## src/rtl/and_reduce_scheduler_if.sv

```systemverilog
// Operand-stream and result-stream bundle for the AND-reduction scheduler.
// The master side is the requester/consumer environment; the slave side is the scheduler.
interface and_reduce_scheduler_if #(
    parameter int WIDTH   = 8,
    parameter int REQ_NUM = 4,
    parameter int ID_W    = (REQ_NUM > 1) ? $clog2(REQ_NUM) : 1
);
    logic [REQ_NUM-1:0]       in_valid;
    logic [REQ_NUM*WIDTH-1:0] in_data;
    logic [REQ_NUM-1:0]       in_ready;
    logic                     out_valid;
    logic [WIDTH-1:0]         out_data;
    logic [ID_W-1:0]          out_id;
    logic                     out_ready;
    logic                     busy;

    modport master (
        output in_valid, in_data, out_ready,
        input  in_ready, out_valid, out_data, out_id, busy
    );

    modport slave (
        input  in_valid, in_data, out_ready,
        output in_ready, out_valid, out_data, out_id, busy
    );
endinterface

```

## src/rtl/and_reduce_scheduler.sv

```systemverilog
// Round-robin scheduler sharing one AND-reduction accumulator between requesters.
// A granted requester streams BEATS operands; the reduced word is returned tagged with its index.
module and_reduce_scheduler #(
    parameter int WIDTH   = 8,
    parameter int REQ_NUM = 4,
    parameter int BEATS   = 8
) (
    input logic clk,
    input logic rst_n,
    and_reduce_scheduler_if.slave bus
);
    localparam int ID_W  = (REQ_NUM > 1) ? $clog2(REQ_NUM) : 1;
    localparam int CNT_W = $clog2(BEATS + 1);

    typedef enum logic [1:0] {IDLE, COLLECT, DONE} state_t;

    state_t           state, state_n;
    logic [ID_W-1:0]  gnt, gnt_n, ptr, ptr_n, pick, idx;
    logic             pick_found;
    logic [WIDTH-1:0] acc, acc_n, operand;
    logic [CNT_W-1:0] cnt, cnt_n;
    logic             beat;
    logic             out_valid_q, out_valid_n;
    logic [WIDTH-1:0] out_data_q, out_data_n;
    logic [ID_W-1:0]  out_id_q, out_id_n;
    logic             busy_q, busy_n;
    logic [WIDTH-1:0] lane [REQ_NUM];

    for (genvar g = 0; g < REQ_NUM; g++) begin : g_lane
        assign lane[g] = bus.in_data[g*WIDTH +: WIDTH];
    end

    assign operand       = lane[gnt];
    assign beat          = (state == COLLECT) && bus.in_valid[gnt];
    assign bus.out_valid = out_valid_q;
    assign bus.out_data  = out_data_q;
    assign bus.out_id    = out_id_q;
    assign bus.busy      = busy_q;

    // First requesting index at or above ptr, wrapping; the last served index sits lowest.
    always_comb begin
        pick       = '0;
        pick_found = 1'b0;
        idx        = '0;
        for (int k = 0; k < REQ_NUM; k++) begin
            idx = ID_W'((int'(ptr) + k) % REQ_NUM);
            if (!pick_found && bus.in_valid[idx]) begin
                pick       = idx;
                pick_found = 1'b1;
            end
        end
    end

    always_comb begin
        bus.in_ready = '0;
        if (state == COLLECT) begin
            bus.in_ready[gnt] = 1'b1;
        end
    end

    always_comb begin
        state_n     = state;
        gnt_n       = gnt;
        ptr_n       = ptr;
        acc_n       = acc;
        cnt_n       = cnt;
        out_valid_n = out_valid_q;
        out_data_n  = out_data_q;
        out_id_n    = out_id_q;
        case (state)
            IDLE: begin
                if (pick_found) begin
                    gnt_n   = pick;
                    acc_n   = '1;
                    cnt_n   = '0;
                    state_n = COLLECT;
                end
            end
            COLLECT: begin
                if (beat) begin
                    acc_n = acc & operand;
                    cnt_n = cnt + CNT_W'(1);
                    // Result registers load on the final beat so they are valid the first DONE cycle.
                    if (cnt == CNT_W'(BEATS - 1)) begin
                        state_n     = DONE;
                        out_valid_n = 1'b1;
                        out_data_n  = acc & operand;
                        out_id_n    = gnt;
                    end
                end
            end
            DONE: begin
                if (bus.out_ready) begin
                    state_n     = IDLE;
                    out_valid_n = 1'b0;
                    ptr_n       = ID_W'((int'(gnt) + 1) % REQ_NUM);
                end
            end
            default: state_n = IDLE;
        endcase
        busy_n = (state_n != IDLE);
    end

    always_ff @(posedge clk or negedge rst_n) begin
        if (!rst_n) begin
            state       <= IDLE;
            gnt         <= '0;
            ptr         <= '0;
            acc         <= '1;
            cnt         <= '0;
            out_valid_q <= 1'b0;
            out_data_q  <= '0;
            out_id_q    <= '0;
            busy_q      <= 1'b0;
        end else begin
            state       <= state_n;
            gnt         <= gnt_n;
            ptr         <= ptr_n;
            acc         <= acc_n;
            cnt         <= cnt_n;
            out_valid_q <= out_valid_n;
            out_data_q  <= out_data_n;
            out_id_q    <= out_id_n;
            busy_q      <= busy_n;
        end
    end
endmodule

```

## src/flat_wrapper.sv

```systemverilog
// flat-port wrapper written by rule: the top's interface ports become plain ports
module and_reduce_scheduler_flat 
#(
    parameter int WIDTH   = 8,
    parameter int REQ_NUM = 4,
    parameter int BEATS   = 8
)
  (clk, rst_n, bus_in_valid, bus_in_data, bus_out_ready, bus_in_ready, bus_out_valid, bus_out_data, bus_out_id, bus_busy);
  and_reduce_scheduler_if #(.WIDTH(WIDTH), .REQ_NUM(REQ_NUM)) bus_i ();
  input logic clk;
  input logic rst_n;
  input wire logic [$bits(bus_i.in_valid)-1:0] bus_in_valid;
  input wire logic [$bits(bus_i.in_data)-1:0] bus_in_data;
  input wire logic [$bits(bus_i.out_ready)-1:0] bus_out_ready;
  output wire logic [$bits(bus_i.in_ready)-1:0] bus_in_ready;
  output wire logic [$bits(bus_i.out_valid)-1:0] bus_out_valid;
  output wire logic [$bits(bus_i.out_data)-1:0] bus_out_data;
  output wire logic [$bits(bus_i.out_id)-1:0] bus_out_id;
  output wire logic [$bits(bus_i.busy)-1:0] bus_busy;
  assign bus_i.in_valid = bus_in_valid;
  assign bus_i.in_data = bus_in_data;
  assign bus_i.out_ready = bus_out_ready;
  assign bus_in_ready = bus_i.in_ready;
  assign bus_out_valid = bus_i.out_valid;
  assign bus_out_data = bus_i.out_data;
  assign bus_out_id = bus_i.out_id;
  assign bus_busy = bus_i.busy;
  and_reduce_scheduler #(.WIDTH(WIDTH), .REQ_NUM(REQ_NUM), .BEATS(BEATS)) u_core (.clk(clk), .rst_n(rst_n), .bus(bus_i));
endmodule
```

## config.mk

```make
export PLATFORM = sky130hd
export DESIGN_NAME = and_reduce_scheduler_flat
export DESIGN_NICKNAME = d
export VERILOG_FILES = /design/src/rtl/and_reduce_scheduler_if.sv /design/src/rtl/and_reduce_scheduler.sv /design/src/flat_wrapper.sv
export SDC_FILE = /design/constraint.sdc
export NUM_CORES = 1
export LEC_CHECK = 0
export ABC_AREA = 1
export CORE_MARGIN = 2
export CORE_UTILIZATION = 30
export DETAILED_ROUTE_END_ITERATION = 10
export GPL_ROUTABILITY_DRIVEN = 1
export MAX_ROUTING_LAYER = met4
export PLACE_DENSITY = 0.58
export SETUP_SLACK_MARGIN = 0.3
export SLEW_MARGIN = 15
export SYNTH_ARGS = -nofsm -noshare
export SYNTH_HDL_FRONTEND = slang
export SYNTH_SLANG_ARGS = --single-unit
```

## constraint.sdc

```tcl
create_clock -name clk -period 4.3 [get_ports clk]
set_input_delay 0.645 -clock clk [delete_from_list [all_inputs] [get_ports clk]]
set_output_delay 0.645 -clock clk [all_outputs]
set_load 0.01 [all_outputs]
```

# == Word level (Yosys, flattened, before mapping) ==
# Index checks and enable logic that the tools add are counted.
# word_totals
reg_bits,30
input_bits,39
output_inout_bits,16
wordCells,86
# op_classes
addsub,5
magnitude_cmp,7
eq_ne,7
n_mux,39
bitwise,2
reduce_logical,17
# ops
op,count
two-way mux 8 bit,4
binary-select mux 8 bit (select 2 bit),1
two-way mux 2 bit,8
one-hot mux 8 bit (2 select lines),1
< comparator 2 x 3 -> 1 bit (second input constant),5
two-way mux 1 bit,13
two-way mux 4 bit,3
binary-select mux 1 bit (select 2 bit),5
bitwise AND 8 bit,1
one-hot mux 4 bit (2 select lines),1
one-hot mux 2 bit (3 select lines),1
AND reduction 3 bit,2
nonzero test 2 bit,3
logical AND 1 bit,5
adder 2 x 1 -> 2 bit (second input constant),2
adder 2 bit (second input constant),2
adder 4 x 1 -> 4 bit (second input constant),1
equality test 4 x 3 -> 1 bit (second input constant),1
inequality test 2 x 1 -> 1 bit (second input constant),2
inequality test 2 bit (second input constant),2
AND reduction 2 bit,2
AND reduction 4 bit,1
greater-or-equal comparator 3 bit (second input constant),1
logical NOT 1 bit,3
other kinds (7),7

# == Depth between registers and ports, before layout ==
# depth
depth_word,15
depth_mapped,11

# == Worst setup path after synthesis ==
# Ideal clock, no wire load.
# synth_timing
kind,reg2out
start,register u_core.gnt[0]
end,output port bus_in_ready[0]
arrival_time_ns,1.171
required_time_ns,3.655
setup_slack_ns,2.484
path_stages_with_launch,7
n_path_buf,2
cell_sequence,dfrtp_1 > inv_2 > buf_2 > buf_2 > ha_1 > inv_1 > nor2_1
# synth_via
elab_chain_len,5
elab_cells_between_ends,6
# synth_lines
item,line,text
from (decl),and_reduce_scheduler.sv:18,"logic [ID_W-1:0] gnt, gnt_n, ptr, ptr_n, pick, idx;"
from (signal assigned),and_reduce_scheduler.sv:117,gnt <= gnt_n;
< comparator 2 x 3 -> 1 bit (not written as such) / greater-or-equal comparator 2 x 1 -> 1 bit (equally long branches),and_reduce_scheduler.sv:57,bus.in_ready[gnt] = 1'b1;
logical AND 1 bit (not written as such),and_reduce_scheduler.sv:57,
two-way mux 1 bit (not written as such),and_reduce_scheduler.sv:57,
demux 1 bit (select 2 bit) (*),-,
two-way mux 4 bit (*),and_reduce_scheduler.sv:56,if (state == COLLECT) begin
to (decl),flat_wrapper.sv:15,output wire logic [$bits(bus_i.in_ready)-1:0] bus_in_ready;
# Mark *: on every way between the ends. The rest lies on a longest branch, timed or not.

# == Worst setup path in the final report ==
# Ends and elaborated chain as after synthesis.

==> reports/metrics.cfg <==
[clocking]
cts.sinks = 30
clock_path_buffers = 2
cts_hold_buf = 0
numCtsBuffers = 5
cts.clk_slew.worst_paths_ps = 60
clk_latency_ps = 280
postCtsResizedCells = 0
cts.htree.levels = 2
tritoncts = yes
cts_root_buf = clkbuf_8
postCtsSetupBuffers = 0

[job]
maxCapViolCount = 0

[pwr]
power_density_nw_per_um2 = 656
peakVddDrop_mv = 0.319
p_leak_nw = 1.17
p_total_mw = 1.63

[global_route]
grt_pass1_vias = 1697
grt_remaining_overflow = 0
grt_pass1_wl_um = 7620
antenna_found_initial = 0
grt_max_degree = 31
grtUsageTotal_pct = 15.7

[sta]
period_needed_ps = 2940
finalSetupViolCount = 0
fmax_ghz = 0.340
tns_ps = 0
drv_slew = 0
hold_viol_final = 0
period_share_pct = 68.5
worst_slew_pin_slew_ps = 757
rsz0062_at_grt = no
relSlewSlack_pct = 49.5
skew_ps = 6.59

[finish]
insertedDiodeCount = 0
final_area_um2 = 2490
nets = 352
drive_gt1_share_pct = 9.06
syn_to_final_growth_pct = 36.0

[route]
avgRoutedWirePerCell_um = 12.5
drcViolationCount = 0
firstDrtPassIters = 4
first_iter_violations = 73
ant_nets = 0
finalWirelength_um = 4810
vias = 1765
vias_per_cell = 4.60

[min_path]
min_from = u_core.bus.out_data[0]
min_path_type = reg -> reg

[place]
place_congestion = 0.800
dpl_cell_area_um2 = 2410
port_buffers = 54
post-dp-hpwl_um = 3360

[synth]
synthTopCellsByArea = dfrtp_1 (30%), nand2_1 (16%), dfstp_2 (11%)
synth_seq_area_share_pct = 41.6
synth.top_cell.area_share_pct = 30.1
ys_ff_latch = 30
synth_cells = 256
synth_top_cell_by_area = dfrtp_1
yosysUniqueCellTypes = 29
syn_avg_cell_area_um2 = 7.15
synth-warning-count = 0
syn-num-nets = 300
synthesis.area_um2 = 1830

[setup_path]
critPathMaxFanout = 23
required_ps = 3650
startpoint = u_core.gnt[0]
startpoint_type = register
worstReg2RegStart = u_core.gnt[0]
end_kind = output pin
critical_path_class = reg -> out
arrival_ps = 2300

[floorplan]
dieArea_um2 = 6740
dieWidth_um = 82.1
fp.dieH_um = 82.1
coreArea_um2 = 5920
io_pins = 55
start_util_pct = 30.9
rows = 28

[outcome]
status = finished clean

==> cell type report <==
class / count / area [µm²]
fill: 625 / 3430
timing repair buffer: 55 / 548
inverter: 21 / 78.8
sequential: 30 / 761
clock inverter: 2 / 10.0
multi-input combinational: 195 / 925
tap: 75 / 93.8
clock buffer: 6 / 72.6
==> cell families (layout without fill, tap and decap cells) <==
group,count (synthesis),after routing,synth area share (%)
compound gates,43,43,12.8
fa+ha+maj,5,5,3.42
xor+xnor,2,2,0.957
simple gates,145,145,33.4
flops,30,30,41.6
buf+inv,31,84,7.93
==> synthesized netlist by cell type (all sizes together) <==
| library cell | instances |
|---|---|
| xnor2 | 1 |
| nand3b | 2 |
| ha | 5 |
| buf | 9 |
| nor2 | 42 |
| and2 | 1 |
| o21ai | 26 |
| dfstp | 8 |
| nand2 | 84 |
| clkbuf | 1 |
| a21boi | 6 |
| o22ai | 2 |
| a31oi | 1 |
| nor3 | 1 |
| nand3 | 13 |
| xor2 | 1 |
| a21oi | 8 |
| inv | 21 |
| dfrtp | 22 |
| nand4 | 2 |
==> per-layer routing <==
| metal | routed length, µm | vias to the layer above | global-route usage (%) |
|---|---|---|---|
| li1 | - | 917 | - |
| met1 | 2210 | 785 | 19.5 |
| met2 | 2270 | 57 | 25.0 |
| met3 | 272 | 6 | 4.13 |
| met4 | 66 | 0 | 5.33 |
| met5 | 0 | - | - |
==> path summary, 6_finish.rpt <==
path                                          end  slack, ps  cells after the start
max                               bus_in_ready[0]       1360                      5
min                        u_core.bus.out_data[0]        480                      2
max reg2reg                         u_core.cnt[3]       1930                      7
min reg2reg                u_core.bus.out_data[0]        480                      2
max in group asynchronous           u_core.acc[0]       3210                      2
min in group asynchronous           u_core.ptr[1]        760                      2
==> cells in the final DEF, fill, tap and decap left out, types with 5 or more instances in the layout <==
cell             instances
a21boi_0                 6
a21oi_1                  8
clkbuf_8                 5
clkdlybuf4s50_1         54
dfrtp_1                 22
dfstp_2                  8
ha_1                     5
inv_1                   16
inv_2                    5
nand2_1                 80
nand3_1                 12
nor2_1                  41
o21ai_0                 15
o21ai_1                 11
==> power breakdown <==
part / leakage [nW] / total, mW / internal, mW / switching (mW)
combinational: 0.765 / 0.847 / 0.376 / 0.471
clock: 0.0450 / 0.221 / 0.112 / 0.109
sequential: 0.363 / 0.565 / 0.442 / 0.123
==> flip-flops by register name, indices dropped and copies added, names as in the netlist <==
signal / flops
u_core.bus.out_id: 2
u_core.state: 2
u_core.bus.out_data: 8
u_core.bus.out_valid: 1
u_core.gnt: 2
u_core.acc: 8
u_core.cnt: 4
u_core.bus.busy: 1
u_core.ptr: 2
==> worst max-delay path: stages, from the launching register on <==
cell             delay, ps
dfrtp_1                830
inv_2                  330
ha_1                   300
inv_1                   50
nor2_1                  30
clkdlybuf4s50_1        470
==> through the flow <==
stage	hold WS [ps]	util (%)	setup WS [ps]	instances
6_report	481	42.0	1360	384
5_1_grt	505	42.0	1140	384
4_1_cts	484	42.0	1340	384
3_5_place_dp	466	40.6	1650	376
3_3_place_gp	470	40.6	1720	376
2_1_floorplan	349	-	2480	256
Power figures use the tool's default switching activity.
==> edit: new RTL, same flow settings <==
`WIDTH` is set to 8 in 3 places; all go to 10.
--- a/src/rtl/and_reduce_scheduler_if.sv
+++ b/src/rtl/and_reduce_scheduler_if.sv
@@ -2,5 +2,5 @@
 // The master side is the requester/consumer environment; the slave side is the scheduler.
 interface and_reduce_scheduler_if #(
-    parameter int WIDTH   = 8,
+    parameter int WIDTH   = 10,
     parameter int REQ_NUM = 4,
     parameter int ID_W    = (REQ_NUM > 1) ? $clog2(REQ_NUM) : 1
--- a/src/rtl/and_reduce_scheduler.sv
+++ b/src/rtl/and_reduce_scheduler.sv
@@ -2,5 +2,5 @@
 // A granted requester streams BEATS operands; the reduced word is returned tagged with its index.
 module and_reduce_scheduler #(
-    parameter int WIDTH   = 8,
+    parameter int WIDTH   = 10,
     parameter int REQ_NUM = 4,
     parameter int BEATS   = 8
--- a/src/flat_wrapper.sv
+++ b/src/flat_wrapper.sv
@@ -2,5 +2,5 @@
 module and_reduce_scheduler_flat 
 #(
-    parameter int WIDTH   = 8,
+    parameter int WIDTH   = 10,
     parameter int REQ_NUM = 4,
     parameter int BEATS   = 8
Ports: changed (resized bus_in_data and bus_out_data); port bits go from 55 to 65. No check against the original RTL was run, so the function may have changed too.
==> edit against the unedited design <==
  * Sequential cell count up 4
  * Global-route usage up 0.36 points
  * Total power up 17%
  * Worst setup slack worse by 0.078 ns
  * Non-clock buffer count up 10
  * Synthesized area up 18%
  * Clock skew up 0.0017 ns
  * Sequential share of layout area down 0.98 points
  * Routed wire length up 21%
  * Fmax down 2.6%
  * Final area up 17%
  * Critical path type unchanged
  * Critical endpoint unchanged
  * Largest cell class unchanged
  * Largest power group unchanged
==> edit: results (changes against the unedited design) <==
\begin{tabular}{lr}
\hline
Metric & Value \\
\hline
\multicolumn{2}{l}{\textbf{Power and ir drop}} \\
\quad Total clock network power & 0.230 mW (+4\%) \\
\quad Internal power component & 1.061 mW (+14\%) \\
\quad Net switching power figure & 0.8443 mW (+20\%) \\
\quad Worst vdd rail ir drop & 0.2564 mV (-20\%) \\
\quad Cell leakage power & 1.397 nW (+19\%) \\
\multicolumn{2}{l}{\textbf{Placed design}} \\
\quad Placed wire-length estimate after detailed placement & 4314 um (+28\%) \\
\quad Input/output buffers & 64 (+19\%) \\
\quad GP Congestion & 0.8352 (+4.4\%) \\
\multicolumn{2}{l}{\textbf{Synth}} \\
\quad Synth Net Count & 359 (+20\%) \\
\quad Synthesized instance count & 307 (+20\%) \\
\quad Sequential cell area fraction in the yosys report & 39.82\% (-1.7 points) \\
\quad Top area cells in the synthesized netlist & sky130\_fd\_sc\_hd\_\_dfrtp\_1 28\%, sky130\_fd\_sc\_hd\_\_nand2\_1 16\%, sky130\_fd\_sc\_hd\_\_dfstp\_2 12\% \\
\multicolumn{2}{l}{\textbf{Global route}} \\
\quad Wire length of the first global-routing pass & 9570 um (+26\%) \\
\quad Maximum number of pins on one net before global-route repair & 35 (+13\%) \\
\quad Global router's overall resource usage & 16.09\% (+0.36 points) \\
\multicolumn{2}{l}{\textbf{Drt}} \\
\quad Routed WL & 5836 um (+21\%) \\
\quad Iteration-0 DRC count of the detailed router & 115 (+58\%) \\
\quad Number of detailed-route iterations in the first pass & 5 (+1) \\
\quad Count of vias placed by the detailed router & 2,097 (+19\%) \\
\multicolumn{2}{l}{\textbf{Timing}} \\
\quad Worst-case headroom to the max-slew limit & 45.81\% (-3.7 points) \\
\multicolumn{2}{l}{\textbf{Critical path}} \\
\quad CP delay by family, top & flip-flops \\
\quad Largest stage delay on the critical path & 0.87 ns (+0.04 ns) \\
\quad Maximum fanout along the worst path & 29 (+26\%) \\
\multicolumn{2}{l}{\textbf{Layout}} \\
\quad Final net count & 416 (+18\%) \\
\quad Fraction of layout instances using a drive strength above 1 & 12.05\% (+3.0 points) \\
\multicolumn{2}{l}{\textbf{Run status}} \\
\quad Status & finished, final reports clean \\
\hline
\end{tabular}
-- edit: cell types whose count changed in the layout (fill, tap and decap cells not counted), moves of 3 or more --
cell / delta
sky130_fd_sc_hd__a21boi_1: +3
sky130_fd_sc_hd__a21oi_1: -4
sky130_fd_sc_hd__clkdlybuf4s50_1: +10
sky130_fd_sc_hd__nand2_1: +14
sky130_fd_sc_hd__nand2_2: +5
sky130_fd_sc_hd__nand3_1: +12
sky130_fd_sc_hd__nor2_1: +3
sky130_fd_sc_hd__o21ai_0: +7
sky130_fd_sc_hd__o21ai_1: -5
sky130_fd_sc_hd__or2_2: +7
-- edit: worst reg2reg max path, cell delays in order (launching register included) --
cell	delay [ns]
sky130_fd_sc_hd__dfrtp_1	0.65
sky130_fd_sc_hd__inv_2	0.24
sky130_fd_sc_hd__a21oi_1	0.16
sky130_fd_sc_hd__o21ai_1	0.09
sky130_fd_sc_hd__nand2_1	0.16
sky130_fd_sc_hd__nor2_1	0.05
sky130_fd_sc_hd__nand2_1	0.46
sky130_fd_sc_hd__inv_2	0.17
sky130_fd_sc_hd__nand2_1	0.11
sky130_fd_sc_hd__nand2_1	0.05
-- edit: cell type report --
class | count | area share [%]
multi-input combinational | 234 | 37.99
sequential | 34 | 29.59
timing repair buffer | 65 | 22.21
tap | 96 | 4.117
inverter | 24 | 3.259
clock buffer | 6 | 2.487
clock inverter | 2 | 0.3431
-- edit: kinds of logic after synthesis --
family,share of synthesized area [%]
AND/OR/NAND/NOR,36.70
AO/OA/AOI/OAI,11.14
buffers and inverters,9.059
flip-flops,39.82
adder cells (fa/ha/maj),2.885
XOR/XNOR,0.4040
-- edit: metrics by stage --
step	worst slack, ns	area [um^2]
after floorplan	2.540	2168
after global placement	1.601	2835
after CTS	1.269	2918
after global routing	1.040	2918
final	1.277	2918
after detailed placement	1.580	2835
-- edit: path summary, 6_finish.rpt --
check	startpoint	to	slack (ns)	depth (start not counted)
max	u_core.gnt[0]$_DFFE_PN0P_	bus_in_ready[0]	1.28	5
min	u_core.acc[5]$_DFFE_PN1P_	u_core.acc[5]$_DFFE_PN1P_	0.47	2
max reg2reg	u_core.gnt[1]$_DFFE_PN0P_	u_core.bus.out_data[5]$_DFFE_PN0P_	2.06	9
min reg2reg	u_core.acc[5]$_DFFE_PN1P_	u_core.acc[5]$_DFFE_PN1P_	0.47	2
max in group asynchronous	rst_n	u_core.acc[0]$_DFFE_PN1P_	3.19	2
min in group asynchronous	rst_n	u_core.bus.out_valid$_DFFE_PN0P_	0.76	2
-- edit: layer usage --
layer  global-route usage [%]  wire length (um)  vias up  part of all wire, %
li1                         -                 -     1084                    -
met1                    21.09              2704      956                   46
met2                    25.58              2779       53                   48
met3                    3.601               318        4                  5.4
met4                    3.664                34        0                 0.58
met5                        -                 0        -                    0
